`src/rtl/psum_pkg.sv`:
```
`default_nettype none
// ============================================================================
// Module      : psum_pkg
// Description : Shared types and constants for the partial-sum buffer
//               controller: FSM state encoding and adder-pipeline gap length.
// Revision    : 1.0 - initial release
// ============================================================================
package psum_pkg;

    // Controller states, explicitly 3 bits wide
    typedef enum logic [2:0] {
        ST_IDLE  = 3'd0,
        ST_INIT  = 3'd1,
        ST_ACCUM = 3'd2,
        ST_GAP   = 3'd3,
        ST_DRAIN = 3'd4,
        ST_DONE  = 3'd5
    } psum_state_t;

    // Idle cycles between rows so the adder pipeline can empty
    localparam int GAP_CYCLES = 3;

endpackage
`default_nettype wire

```
`src/rtl/psum_wrap_cnt.sv`:
```
`default_nettype none
// ============================================================================
// Module      : psum_wrap_cnt
// Description : Enable/clear up-counter that wraps from MAX-1 back to zero.
//               o_wrap flags the enabled cycle on which the wrap happens.
// Revision    : 1.0 - initial release
// ============================================================================
module psum_wrap_cnt #(
    parameter int MAX   = 4,
    parameter int WIDTH = (MAX > 1) ? $clog2(MAX) : 1
) (
    input  logic             clk,
    input  logic             rst_n,
    input  logic             i_clr,
    input  logic             i_en,
    output logic [WIDTH-1:0] o_count,
    output logic             o_wrap
);

    localparam logic [WIDTH-1:0] c_top = WIDTH'(MAX - 1);

    logic [WIDTH-1:0] r_count;

    assign o_count = r_count;
    assign o_wrap  = i_en && (r_count == c_top);

    // Count enabled cycles, returning to zero after the terminal value
    always_ff @(posedge clk or negedge rst_n) begin
        if (!rst_n) begin
            r_count <= '0;
        end else if (i_clr) begin
            r_count <= '0;
        end else if (i_en) begin
            r_count <= (r_count == c_top) ? '0 : r_count + 1'b1;
        end
    end

endmodule
`default_nettype wire

```
`src/rtl/psum_ctrl.sv`:
```
`default_nettype none
// ============================================================================
// Module      : psum_ctrl
// Description : Partial-sum buffer controller. Zero-fills the psum FIFOs,
//               accumulates PASSES passes of DEPTH PE columns per output row,
//               inserts an adder-pipeline gap between rows and drains the
//               last row. Optional macro PSUM_CTRL_PERF_EN adds a saturating
//               stall-cycle counter output (perf_stall).
// Revision    : 1.0 - initial release
// ============================================================================
module psum_ctrl
    import psum_pkg::*;
#(
    parameter int DEPTH  = 61,
    parameter int PASSES = 3,
    parameter int ROW_W  = 8
) (
    input  logic             clk,
    input  logic             rst_n,
    input  logic             start,
    input  logic [ROW_W-1:0] cfg_rows,
    output logic             busy,
    output logic             done,
    input  logic             pe_valid,
    output logic             pe_ready,
    output logic             p_init,
    output logic             p_valid_data,
    output logic             p_write_zero,
    output logic             odd_cnt,
    output logic [ROW_W-1:0] row_idx
`ifdef PSUM_CTRL_PERF_EN
    ,
    output logic [31:0]      perf_stall
`endif
);

    localparam int c_col_w  = (DEPTH > 1) ? $clog2(DEPTH) : 1;
    localparam int c_pass_w = (PASSES > 1) ? $clog2(PASSES) : 1;
    localparam int c_gap_w  = $clog2(GAP_CYCLES);
    localparam logic [c_gap_w-1:0] c_gap_last = c_gap_w'(GAP_CYCLES - 1);

    psum_state_t        r_state;
    psum_state_t        w_next;
    logic [ROW_W-1:0]   r_rows;
    logic [ROW_W-1:0]   r_row_idx;
    logic [ROW_W-1:0]   w_row_inc;
    logic               r_odd;
    logic [c_gap_w-1:0] r_gap;
    logic               w_start_acc;
    logic               w_xfer;
    logic               w_col_en;
    logic               w_col_wrap;
    logic               w_pass_en;
    logic               w_pass_wrap;
    logic               w_row_adv;
    logic [c_pass_w-1:0] w_pass_cnt;
    // Column position itself is not needed outside the counter
    logic [c_col_w-1:0]  w_unused_col_cnt;

    assign w_start_acc = (r_state == ST_IDLE) && start;
    assign w_xfer      = (r_state == ST_ACCUM) && pe_valid;
    // The column counter also times the DEPTH-cycle INIT and DRAIN phases
    assign w_col_en    = (r_state == ST_INIT) || (r_state == ST_DRAIN) || w_xfer;
    assign w_pass_en   = (r_state == ST_ACCUM) && w_col_wrap;
    assign w_row_inc   = r_row_idx + 1'b1;
    assign busy        = (r_state != ST_IDLE);
    assign odd_cnt     = r_odd;
    assign row_idx     = r_row_idx;

    psum_wrap_cnt #(
        .MAX   (DEPTH),
        .WIDTH (c_col_w)
    ) u_col_cnt (
        .clk     (clk),
        .rst_n   (rst_n),
        .i_clr   (w_start_acc),
        .i_en    (w_col_en),
        .o_count (w_unused_col_cnt),
        .o_wrap  (w_col_wrap)
    );

    psum_wrap_cnt #(
        .MAX   (PASSES),
        .WIDTH (c_pass_w)
    ) u_pass_cnt (
        .clk     (clk),
        .rst_n   (rst_n),
        .i_clr   (w_start_acc),
        .i_en    (w_pass_en),
        .o_count (w_pass_cnt),
        .o_wrap  (w_pass_wrap)
    );

    // State register
    always_ff @(posedge clk or negedge rst_n) begin
        if (!rst_n) begin
            r_state <= ST_IDLE;
        end else begin
            r_state <= w_next;
        end
    end

    // Job row count, current row index and FIFO ping-pong select
    always_ff @(posedge clk or negedge rst_n) begin
        if (!rst_n) begin
            r_rows    <= '0;
            r_row_idx <= '0;
            r_odd     <= 1'b0;
        end else if (w_start_acc) begin
            r_rows    <= cfg_rows;
            r_row_idx <= '0;
            r_odd     <= 1'b0;
        end else if (w_row_adv) begin
            r_row_idx <= w_row_inc;
            r_odd     <= ~r_odd;
        end
    end

    // Gap cycle counter, idle at zero outside GAP
    always_ff @(posedge clk or negedge rst_n) begin
        if (!rst_n) begin
            r_gap <= '0;
        end else if (r_state == ST_GAP) begin
            r_gap <= (r_gap == c_gap_last) ? '0 : r_gap + 1'b1;
        end else begin
            r_gap <= '0;
        end
    end

    // Next-state decode and per-state buffer control outputs
    always_comb begin
        w_next       = r_state;
        pe_ready     = 1'b0;
        p_init       = 1'b0;
        p_valid_data = 1'b0;
        p_write_zero = 1'b0;
        done         = 1'b0;
        w_row_adv    = 1'b0;
        case (r_state)
            ST_IDLE: begin
                if (start) begin
                    w_next = (cfg_rows == '0) ? ST_DONE : ST_INIT;
                end
            end
            ST_INIT: begin
                p_init = 1'b1;
                if (w_col_wrap) begin
                    w_next = ST_ACCUM;
                end
            end
            ST_ACCUM: begin
                pe_ready     = 1'b1;
                p_valid_data = pe_valid;
                // First pass of every row after row 0 recycles the finished row's FIFO
                p_write_zero = pe_valid && (w_pass_cnt == '0) && (r_row_idx != '0);
                if (w_pass_wrap) begin
                    w_next = ST_GAP;
                end
            end
            ST_GAP: begin
                if (r_gap == c_gap_last) begin
                    w_row_adv = 1'b1;
                    w_next    = (w_row_inc == r_rows) ? ST_DRAIN : ST_ACCUM;
                end
            end
            ST_DRAIN: begin
                p_write_zero = 1'b1;
                if (w_col_wrap) begin
                    w_next = ST_DONE;
                end
            end
            ST_DONE: begin
                done   = 1'b1;
                w_next = ST_IDLE;
            end
            default: begin
                w_next = ST_IDLE;
            end
        endcase
    end

`ifdef PSUM_CTRL_PERF_EN
    logic [31:0] r_perf_stall;

    assign perf_stall = r_perf_stall;

    // Saturating count of ACCUM cycles with no PE column offered
    always_ff @(posedge clk or negedge rst_n) begin
        if (!rst_n) begin
            r_perf_stall <= '0;
        end else if (w_start_acc) begin
            r_perf_stall <= '0;
        end else if ((r_state == ST_ACCUM) && !pe_valid && (r_perf_stall != '1)) begin
            r_perf_stall <= r_perf_stall + 1'b1;
        end
    end
`endif

endmodule
`default_nettype wire

```
`config.mk`:
```
export PLATFORM = sky130hd
export DESIGN_NAME = psum_ctrl
export DESIGN_NICKNAME = d
export VERILOG_FILES = /design/src/rtl/psum_pkg.sv /design/src/rtl/psum_wrap_cnt.sv /design/src/rtl/psum_ctrl.sv
export SDC_FILE = /design/constraint.sdc
export NUM_CORES = 1
export LEC_CHECK = 0
export BUFFER_PORTS_ARGS = -buffer_cell sky130_fd_sc_hd__buf_2
export CAP_MARGIN = 10
export CORE_ASPECT_RATIO = 0.75
export CORE_MARGIN = 2
export CORE_UTILIZATION = 55
export DETAILED_ROUTE_END_ITERATION = 8
export PLACE_DENSITY = 0.84
export SETUP_SLACK_MARGIN = 0.3
export SLEW_MARGIN = 5
export SYNTH_ARGS = -nofsm -noshare
export SYNTH_HDL_FRONTEND = slang
export SYNTH_HIERARCHICAL = 1
export SYNTH_SLANG_ARGS = --single-unit
```
`constraint.sdc`:
```
create_clock -name clk -period 2.76 [get_ports clk]
set_input_delay 0.828 -clock clk [delete_from_list [all_inputs] [get_ports clk]]
set_output_delay 0.828 -clock clk [all_outputs]
set_load 0.05 [all_outputs]
```
==> out/metrics.cfg <==
[detailed_routing]
post-route-drc-count=0
wire_per_inst_um=15.6
vias=1517
routed_wl_um=4040
dr.pass1.iters=4
vias_per_cell=5.88
ant_nets=0
drtIter0Drc=104

[placement]
dp_slack_ns=0.140
place.gp.congestion=0.871
place_inst=249
io_buffers=26
dp_hpwl_um=2850

[critical_path]
worstPathRequired_ns=1.93
worst-path-buf-inv=2
end_kind=primary output
slowest_stage=or4b_4
cp.arrival_ns=1.86
critPathMaxStageDelay_ns=0.47
critPathLaunchType=flop
cp_cell_sequence=inv_2 > ha_4 > or4b_4 > o41ai_4 > a21oi_2 > buf_6
cp_max_fo=2
path_class=flop to primary output
crit_family=simple AND/OR/NAND/NOR gates

[floorplanning]
rows=18
core_mm2=0.00324
fp.dieH_um=54.0
die_w_um=70.6
die_area_mm2=0.00381
start_util_pct=56.5
ios=27

[yosys]
synth_ff_type=dfrtp_1
synth_async_sr_flop_share_pct=100
synthTopCellsByCount=dfrtp_1, nand2_1, o21ai_1, a21oi_1
synth_top_family_by_area=simple AND/OR/NAND/NOR gates
synthMuxAreaShare_pct=6.56
synth.area.top_cells=dfrtp_1, mux2_1, xnor2_1
ys_seq_elements=30
syn_inst=186
synth_cell_types=55
synth.cell_area_mm2=0.00183
avgSynthCellArea_um2=9.85
synth-warning-count=6
synth_nets=202
synth_xor_area_share_pct=6.49
synth_edf_count=0
synth_top_area_share_pct=41.0
synth_simple_gate_area_share_pct=24.9
synth.most_common_cell=dfrtp_1
synthAdderAreaFrac_pct=2.73
synth.yosys.seq_area_share_pct=41.0
yosys.area.top_type=dfrtp_1
synth_compound_area_share_pct=13.9

[clocking]
numCtsBuffers=5
htree_levels=2
clock_latency_ns=0.28
cts_tree=built
clkTransAtPathRegs_ns=0.06
cts_sinks=30
clock-root-buffer=clkbuf_8
clock_path_buffers=2

[final_layout]
regArea_um2=756
postLayoutCoreUtil_pct=68.2
antenna_cells=0
multi_input_area_mm2=0.00110
area_delta_synth_final_pct=20.8
drive_above_1_share_pct=29.4
fin_cells=258
fillers=266
nets=234

[sta]
min_period_ns=2.69
finalSetupViolations=0
hold_violations=0
finalCritPeriodShare_pct=97.5
fmax_mhz=372
rsz0062_at_grt=yes
worst_slack_ns=0.0697
clock-skew-final_ns=0.00315
slew_headroom_pct=55.6
slew_violations=0
holdWs_ns=0.472
tightest_slew_ns=0.667

[global_route]
grt_pass1_vias=1421
grt.total_usage_pct=23.8
antenna_found_initial=0
grt_pass1_wl_um=6820
grt_overflow=0
grt_max_degree=31

[power_and_ir_drop]
ir_worst_vdd_mv=0.736
p_leak_nw=0.955
power.density_mw_per_mm2=1070

[min_path]
hold_class=flop to flop

[run]
max_cap_viol_count=0

[outcome]
status=finished, final reports clean

==> area by class of cell <==
cell class	instances	area share (%)
Tap cell	40	2.26
Sequential cell	30	34.2
Multi-Input combinational cell	141	49.8
Timing Repair Buffer	33	8.65
Inverter	7	1.19
Clock buffer	7	3.90
==> routing by layer <==
metal | global-route usage, % | share of wire, %
met1 | 33.8 | 49
met2 | 36.3 | 44
met3 | 5.81 | 6.2
met4 | 7.55 | 0.99
met5 | 0 | 0
==> cells by family (layout without fill, tap and decap cells) <==
kind of cell               Yosys count  count (layout)
AOI/OAI and AO/OA                   40              40
xor gates and xnor gates            12              12
muxes                               11              11
buffers and inverters               15              47
adders and majority gates            4               4
and+or+nand+nor                     74              74
DFF                                 30              30
==> cell usage in the layout, fill, tap and decap left out, types with 2 or more instances in the layout <==
cell type  instances
buf_2             24
a21oi_1            8
nor2_1             7
or3b_1             2
o21ai_0            3
a31oi_1            4
or3_1              2
o21ai_1           12
nor3b_2            2
nor2b_1            2
mux2_1             8
or4_1              2
nand2_1           15
nor3_1             3
mux2i_1            3
xor2_1             3
dfrtp_2            4
xnor2_1            8
dfrtp_1           26
inv_1              4
and3b_1            2
inv_2              2
ha_1               3
nand3_1            6
buf_4              7
nor4_1             3
nand3b_1           3
nand2b_1           6
clkbuf_8           6
==> through the flow <==
step / power (mW) / setup TNS, ns / cell area, um2
2_1_floorplan: 1.69 / -0.0295 / 1890
4_1_cts: 2.34 / -0.00125 / 2180
6_report: 2.37 / 0 / 2210
3_3_place_gp: 1.91 / 0 / 2060
5_1_grt: 2.53 / 0 / 2210
3_5_place_dp: 1.94 / 0 / 2060
==> report_power, final <==
group	internal [mW]	switching [mW]
Clock	0.197	0.154
Combinational	0.463	0.659
Sequential	0.617	0.280
Total	1.28	1.09
==> worst reg2reg max path, cell delays in order, from the launching register on <==
cell and delay (ns):
dfrtp_1 0.58, xnor2_1 0.16, o21bai_2 0.20, nand4_4 0.12, nor2_4 0.13, and3_4 0.20
and3b_1 0.18, o2111a_1 0.18, nand4_1 0.10, nor3b_2 0.17
==> state kept, by name, summed over array words and instances, names as in the netlist <==
register and cells:
u_col_cnt/o_count 6, r_gap 2, r_state 3, u_pass_cnt/o_count 2, odd_cnt 1, row_idx 8, r_rows 8
==> what timing repair did <==
item / in CTS / in global routing
pin swaps: 2 / 2
buffers inserted: 1 / 1
hold buffers: 0 / 0
endpoints found under the setup margin: 1 / 3
resized for setup: 6 / 7
==> path summary, 6_finish.rpt <==
path	slack [ns]	endpoint	start	cells past startpoint
setup / recovery	0.07	p_write_zero	row_idx[1]	6
hold / removal	0.47	r_gap[0]	r_gap[0]	1
setup reg to reg	0.62	r_state[1]	r_state[0]	9
hold reg to reg	0.47	r_gap[0]	r_gap[0]	1
max in group asynchronous	1.71	r_state[1]	rst_n	1
min in group asynchronous	0.58	row_idx[2]	rst_n	1
Power figures use the tool's default switching activity.
